## config.mk

```make
export PLATFORM = sky130hd
export DESIGN_NAME = jvm_uop_sequencer
export DESIGN_NICKNAME = d
export VERILOG_FILES = /design/src/rtl/jvm_pkg.sv /design/src/rtl/uop_rom.sv /design/src/rtl/jvm_uop_sequencer.sv
export SDC_FILE = /design/constraint.sdc
export NUM_CORES = 1
export LEC_CHECK = 0
export BUFFER_PORTS_ARGS = -buffer_cell sky130_fd_sc_hd__buf_2
export CAP_MARGIN = 20
export CORE_ASPECT_RATIO = 2
export CORE_MARGIN = 3
export CORE_UTILIZATION = 52
export CTS_CLUSTER_SIZE = 14
export DETAILED_ROUTE_END_ITERATION = 6
export PLACE_DENSITY_LB_ADDON = 0.3
export SYNTH_ARGS = -nofsm -noshare
export SYNTH_HDL_FRONTEND = slang
export SYNTH_SLANG_ARGS = --single-unit
export TNS_END_PERCENT = 1
```

## constraint.sdc

```tcl
create_clock -name clk -period 2.4 [get_ports clk]
set_clock_uncertainty 0.05 [all_clocks]
set_input_delay 0.48 -clock clk [delete_from_list [all_inputs] [get_ports clk]]
set_output_delay 0.48 -clock clk [all_outputs]
set_load 0.03 [all_outputs]
```

## src/rtl/jvm_pkg.sv

```systemverilog
// jvm_pkg: shared widths, opcodes, FSM states and ROM entry type for the micro-op sequencer
package jvm_pkg;
    localparam int BYTE     = 8;
    localparam int INSTR_W  = 2 * BYTE;
    localparam int UOP_W    = 4 * BYTE;
    localparam int ADDR_W   = 16;
    localparam int MAX_UOPS = 4;
    localparam int IDX_W    = $clog2(MAX_UOPS) + 1;

    localparam logic [BYTE-1:0] OP_ICONST_0 = 8'h03;
    localparam logic [BYTE-1:0] OP_LCONST_1 = 8'h0A;
    localparam logic [BYTE-1:0] OP_DLOAD    = 8'h18;
    localparam logic [BYTE-1:0] OP_DLOAD_0  = 8'h26;
    localparam logic [BYTE-1:0] OP_DLOAD_3  = 8'h29;
    localparam logic [BYTE-1:0] OP_IALOAD   = 8'h2E;
    localparam logic [BYTE-1:0] OP_LALOAD   = 8'h2F;
    localparam logic [BYTE-1:0] OP_IASTORE  = 8'h4F;
    localparam logic [BYTE-1:0] OP_LASTORE  = 8'h50;
    localparam logic [BYTE-1:0] OP_IADD     = 8'h60;
    localparam logic [BYTE-1:0] OP_LADD     = 8'h61;
    localparam logic [BYTE-1:0] OP_DMUL     = 8'h6B;
    localparam logic [BYTE-1:0] OP_DDIV     = 8'h6F;
    localparam logic [BYTE-1:0] OP_IREM     = 8'h70;
    localparam logic [BYTE-1:0] OP_DREM     = 8'h73;
    localparam logic [BYTE-1:0] OP_DNEG     = 8'h77;
    localparam logic [BYTE-1:0] OP_ISHL     = 8'h78;
    localparam logic [BYTE-1:0] OP_IAND     = 8'h7E;
    localparam logic [BYTE-1:0] OP_IOR      = 8'h80;
    localparam logic [BYTE-1:0] OP_I2L      = 8'h85;
    localparam logic [BYTE-1:0] OP_L2D      = 8'h8A;
    localparam logic [BYTE-1:0] OP_I2B      = 8'h91;
    localparam logic [BYTE-1:0] OP_LCMP     = 8'h94;
    localparam logic [BYTE-1:0] OP_IRETURN  = 8'hAC;
    localparam logic [BYTE-1:0] OP_DRETURN  = 8'hAF;

    localparam logic [UOP_W-1:0] UOP_BASIC   = 32'h920104E0;
    localparam logic [UOP_W-1:0] UOP_DLOAD_0 = 32'h920104E7;
    localparam logic [UOP_W-1:0] UOP_DLOAD_1 = 32'h920104E6;

    typedef enum logic [1:0] {IDLE, ISSUE, DONE} state_t;

    typedef struct packed {
        logic             legal;
        logic [IDX_W-1:0] count;
        logic             subst;
        logic [UOP_W-1:0] uop;
    } rom_entry_t;
endpackage

```

## src/rtl/uop_rom.sv

```systemverilog
// uop_rom: combinational micro-op table lookup
//   opcode : instruction opcode byte
//   index  : micro-op position within the sequence
//   entry  : {legal, count, subst, uop}; all zero for unknown opcodes
module uop_rom
    import jvm_pkg::*;
(
    input  logic [BYTE-1:0]  opcode,
    input  logic [IDX_W-1:0] index,
    output rom_entry_t       entry
);
    always_comb begin
        entry = '0;
        case (opcode) inside
            OP_DLOAD: begin
                entry.legal = 1'b1;
                entry.count = IDX_W'(2);
                entry.subst = index == '0;
                entry.uop   = index == '0 ? UOP_DLOAD_0 : index == IDX_W'(1) ? UOP_DLOAD_1 : '0;
            end
            [OP_ICONST_0:OP_LCONST_1], [OP_DLOAD_0:OP_DLOAD_3], OP_IALOAD, OP_LALOAD,
            OP_IASTORE, OP_LASTORE, OP_IADD, OP_LADD, OP_DMUL, OP_DDIV, OP_IREM, OP_DREM,
            OP_DNEG, OP_ISHL, [OP_IAND:OP_IOR], [OP_I2L:OP_L2D], [OP_I2B:OP_LCMP],
            OP_IRETURN, OP_DRETURN: begin
                entry.legal = 1'b1;
                entry.count = IDX_W'(1);
                entry.uop   = index == '0 ? UOP_BASIC : '0;
            end
            default: ;
        endcase
    end
endmodule

```

## src/rtl/jvm_uop_sequencer.sv

```systemverilog
// jvm_uop_sequencer: issues the micro-op sequence of one JVM instruction over a valid/ack handshake
//   clk, reset          : clock, synchronous active-high reset
//   start, ready        : request to decode instruction_in / block idle and accepting
//   instruction_in      : [7:0] opcode, [15:8] operand; addr_base: first micro-op address
//   uop_out, uop_valid  : current micro-op and its valid; uop_ack: memory accepts it
//   address_for_memory  : address of the current micro-op
//   done, illegal       : one-cycle completion pulse / unknown-opcode flag alongside done
module jvm_uop_sequencer
    import jvm_pkg::*;
(
    input  logic               clk,
    input  logic               reset,
    input  logic               start,
    output logic               ready,
    input  logic [INSTR_W-1:0] instruction_in,
    input  logic [ADDR_W-1:0]  addr_base,
    output logic [UOP_W-1:0]   uop_out,
    output logic               uop_valid,
    input  logic               uop_ack,
    output logic [ADDR_W-1:0]  address_for_memory,
    output logic               done,
    output logic               illegal
);
    state_t           state, state_nx;
    rom_entry_t       entry;
    logic [BYTE-1:0]  opcode_q, operand_q, opcode_sel, operand_sel;
    logic [IDX_W-1:0] index, index_nx, index_sel, count_q;
    logic [UOP_W-1:0] uop_word;
    logic             illegal_q, accept, step, legal, last;

    // In IDLE the ROM looks at the incoming instruction so the first micro-op
    // can be registered on the accept edge; in ISSUE it pre-fetches index+1.
    assign accept      = state == IDLE && start;
    assign step        = state == ISSUE && uop_ack;
    assign index_nx    = index + IDX_W'(1);
    assign opcode_sel  = state == IDLE ? instruction_in[BYTE-1:0] : opcode_q;
    assign operand_sel = state == IDLE ? instruction_in[INSTR_W-1:BYTE] : operand_q;
    assign index_sel   = state == IDLE ? '0 : index_nx;
    assign legal       = entry.legal && entry.count != '0 && entry.count <= IDX_W'(MAX_UOPS);
    assign last        = index_nx == count_q;
    assign uop_word    = entry.subst ? {entry.uop[UOP_W-1:BYTE], operand_sel} : entry.uop;

    uop_rom u_rom (
        .opcode (opcode_sel),
        .index  (index_sel),
        .entry  (entry)
    );

    always_ff @(posedge clk)
        state <= reset ? IDLE : state_nx;

    always_comb begin
        state_nx = state;
        case (state)
            IDLE:    state_nx = accept ? (legal ? ISSUE : DONE) : IDLE;
            ISSUE:   state_nx = step && last ? DONE : ISSUE;
            default: state_nx = IDLE;
        endcase
    end

    always_comb begin
        ready     = state == IDLE;
        uop_valid = state == ISSUE;
        done      = state == DONE;
        illegal   = state == DONE && illegal_q;
    end

    always_ff @(posedge clk) begin
        if (reset) begin
            opcode_q           <= '0;
            operand_q          <= '0;
            count_q            <= '0;
            index              <= '0;
            illegal_q          <= 1'b0;
            uop_out            <= '0;
            address_for_memory <= '0;
        end else if (accept) begin
            opcode_q           <= opcode_sel;
            operand_q          <= operand_sel;
            count_q            <= entry.count;
            index              <= '0;
            illegal_q          <= !legal;
            uop_out            <= uop_word;
            address_for_memory <= addr_base;
        end else if (step) begin
            index              <= index_nx;
            uop_out            <= uop_word;
            address_for_memory <= address_for_memory + ADDR_W'(1);
        end
    end
endmodule
```

==> flow_summary.json <==
{
  "cts_buffer_depth": 2,
  "cp.required_ps": 2550,
  "cp.arrival_ps": 2490,
  "synth.most_common_cell": "nand2_1",
  "r2r_cells": 9,
  "synth-xor-area-share": 0.0254,
  "cts_setup_buffers": 0,
  "grt_use_total": 0.302,
  "drive_gt1_frac": 0.273,
  "yosysTopAreaCellShare": 0.316,
  "drtAntennaViolNets": 0,
  "dieArea_um2": 6990,
  "fmax_mhz": 427,
  "switching_share": 0.369,
  "yosys-top-cells-count": "nand2_1 (64), dfxtp_1 (49), nor2_1 (39)",
  "initial_core_util": 0.539,
  "clock_power_share": 0.301,
  "crit_type": "reg2reg",
  "io_pins": 88,
  "ys_types": 66,
  "drtIter0Drc": 299,
  "ys_warn_count": 0,
  "rsz0062_at_grt": "yes",
  "die_h_um": 115,
  "crit_chain": "or2_4 -> inv_8 -> mux2i_4 -> buf_4 -> o2bb2ai_1 -> o211ai_1 -> nor4b_1 -> nand2_1 -> a211oi_2",
  "dieWidth_um": 60.6,
  "report.final.slew_viol_count": 0,
  "p_int_mw": 1.89,
  "status": "complete, no violations",
  "ir_worst_vdd_uv": 658,
  "cts_sinks": 49,
  "core_um2": 5760,
  "antenna_found_initial": 0,
  "min_path_type": "in2reg",
  "comb_power_share": 0.367,
  "maxSlewHeadroom": 0.663,
  "hpwl_um": 7480,
  "via_per_inst": 6.08,
  "worstSetupEndpointType": "flop",
  "min_period_ps": 2340,
  "fillers": 530,
  "seqPwrFrac": 0.332,
  "r2r_slack_ps": 60,
  "grt_pass1_wl_um": 15700,
  "netlist_area_um2": 3110,
  "nets": 520,
  "synth_ff_type": "dfxtp_1",
  "netlist_top_cells_area": "dfxtp_1 (32%), nand2_1 (7.7%), a21oi_1 (6.1%)",
  "io_buffers": 68,
  "wire_per_inst_um": 18.5,
  "setup_viol": 0,
  "p_leak_nw": 1.61,
  "grt_pass1_vias": 3171,
  "rows": 39,
  "hp-start": "addr_base[11]",
  "synth-edff-count": 0,
  "synth_mux_area_frac": 0.0326,
  "yosys_register_bits": 49,
  "dp.cells": 536,
  "diodes": 0,
  "drv_cap": 0,
  "overflow": 0,
  "area_growth_syn_to_layout_pct": 22.1,
  "ctsHoldBuffers": 0,
  "drt_first_pass_iters": 6,
  "instances_no_fill": 544,
  "hold_viol": 0,
  "fin_util": 0.659,
  "clk_pin_slew_ps": 70,
  "worstSetupStartpointType": "flop",
  "cp_max_fo": 12,
  "clk-insertion-delay-late_ps": 290,
  "r2r-end": "state[1]$_SDFF_PP0_",
  "ys_seq_area_frac": 0.316,
  "syn_inst": 405,
  "grt_max_degree": 42,
  "routed_wl_um": 10100,
  "crit_slowest_cell": "dfxtp_1",
  "tightestPinTransition_ps": 500,
  "p_per_area_nw_per_um2": 788,
  "switchingPower_mw": 1.10,
  "async_reset_ff_frac": 0,
  "avgSynthCellArea_um2": 7.67,
  "cts_root_buf": "clkbuf_16",
  "gp_congestion": 1.01,
  "synth_top_family_by_area": "compound AO/OA/AOI/OAI gates",
  "critPathMaxStageDelay_ps": 340,
  "drc_errors": 0,
  "yosys.area_share.adder": 0.00806,
  "synth_compound_area_frac": 0.261,
  "synth-simple-area-share": 0.253,
  "cts_tree": "yes",
  "cts_buffers": 5,
  "yosysTopAreaCell": "dfxtp_1",
  "fin_crit_sh": 0.977,
  "vias": 3306,
  "whs_path_depth": 3,
  "hold_end": "address_for_memory[11]$_SDFFE_PP0P_",
  "cts_max_level": 2,
  "r2r_start": "state[0]$_SDFF_PP0_"
}
-- metrics by stage --
step	area, um^2	hold slack [ps]	setup WS, ps	setup TNS [ps]	power, mW
after floorplan	3170	381	32.1	0	1.75
after global placement	3560	387	-125	-522	2.05
after detailed placement	3560	395	-118	-569	2.06
after CTS	3760	366	8.63	0	2.97
after global routing	3790	393	-25.3	-45.2	3.12
final	3790	371	56.3	0	2.99
-- area by class of cell --
cell class / instances / area (um^2) / share of cell area
clock buffer: 5 / 125 / 0.0330
sequential: 49 / 981 / 0.259
timing repair buffer: 101 / 604 / 0.159
inverter: 5 / 26.3 / 0.00693
multi-input combinational: 320 / 1910 / 0.505
tap: 61 / 76.3 / 0.0201
clock inverter: 3 / 65.1 / 0.0172
-- kinds of logic (layout without fill, tap and decap cells) --
logic type | after synthesis | in the layout
xor gates and xnor gates | 9 | 9
and+or+nand+nor | 163 | 163
AOI/OAI and AO/OA | 120 | 120
DFF | 49 | 49
muxes | 7 | 7
buffers and inverters | 54 | 114
other | 1 | 19
adders and majority gates | 2 | 2
-- worst max-delay path: cells and delay by family, from the launching register on --
| family | cells | cell delay [ps] |
|---|---|---|
| flops | 1 | 340 |
| simple gates | 3 | 700 |
| buf+inv | 2 | 290 |
| compound gates | 3 | 560 |
| mux | 1 | 300 |
-- flip-flops by register name (all words and copies together) (netlist names) --
name	count
count_q	2
uop_out	9
operand_q	8
index	3
state	2
opcode_q	8
illegal_q	1
address_for_memory	16
-- power groups by stage --
stage | Combinational, mW | Sequential, mW | Clock [mW]
2_1_floorplan | 0.678 | 1.07 | 0
3_3_place_gp | 1.05 | 1.00 | 0
3_5_place_dp | 1.06 | 1.00 | 0
4_1_cts | 1.07 | 0.989 | 0.914
5_1_grt | 1.18 | 1.00 | 0.938
6_report | 1.10 | 0.994 | 0.900
-- placed cells by master, fill, tap and decap left out, drive strengths merged, types with 5 or more instances in the layout --
master | Yosys | routed
buf | 34 | 101
nand2 | 64 | 64
dfxtp | 49 | 49
nor2 | 40 | 40
a21oi | 40 | 40
o21ai | 20 | 20
conb | 1 | 19
a31oi | 8 | 8
nor3 | 8 | 8
a211oi | 8 | 8
nand3 | 6 | 6
xor2 | 5 | 5
a21o | 5 | 5
a221oi | 5 | 5
clkbuf | 15 | 5
inv | 5 | 5
nor4 | 5 | 5
mux2i | 5 | 5
-- how the worst max path moves through the flow --
stage / start / end / slack [ps] / cells past startpoint
floorplan: state[0]$_SDFF_PP0_ / state[0]$_SDFF_PP0_ / 30 / 7
global placement: state[0]$_SDFF_PP0_ / state[1]$_SDFF_PP0_ / -130 / 9
detailed placement: state[0]$_SDFF_PP0_ / state[1]$_SDFF_PP0_ / -120 / 9
CTS: state[0]$_SDFF_PP0_ / state[1]$_SDFF_PP0_ / 9 / 10
global route: state[0]$_SDFF_PP0_ / state[1]$_SDFF_PP0_ / -30 / 9
finish: state[0]$_SDFF_PP0_ / state[1]$_SDFF_PP0_ / 60 / 9
-- metal layers --
| layer | GRT usage | part of all wire |
|---|---|---|
| met5 | 0 | 0 |
| met4 | 0.194 | 0.056 |
| met3 | 0.0506 | 0.043 |
| met2 | 0.541 | 0.56 |
| met1 | 0.304 | 0.34 |
-- what timing repair did --
| item | in CTS | in global routing |
|---|---|---|
| setup endpoints to repair | 7 | 13 |
| pin swaps | 0 | 3 |
| gates resized for setup | 4 | 8 |
(Power assumes the default switching activity.)
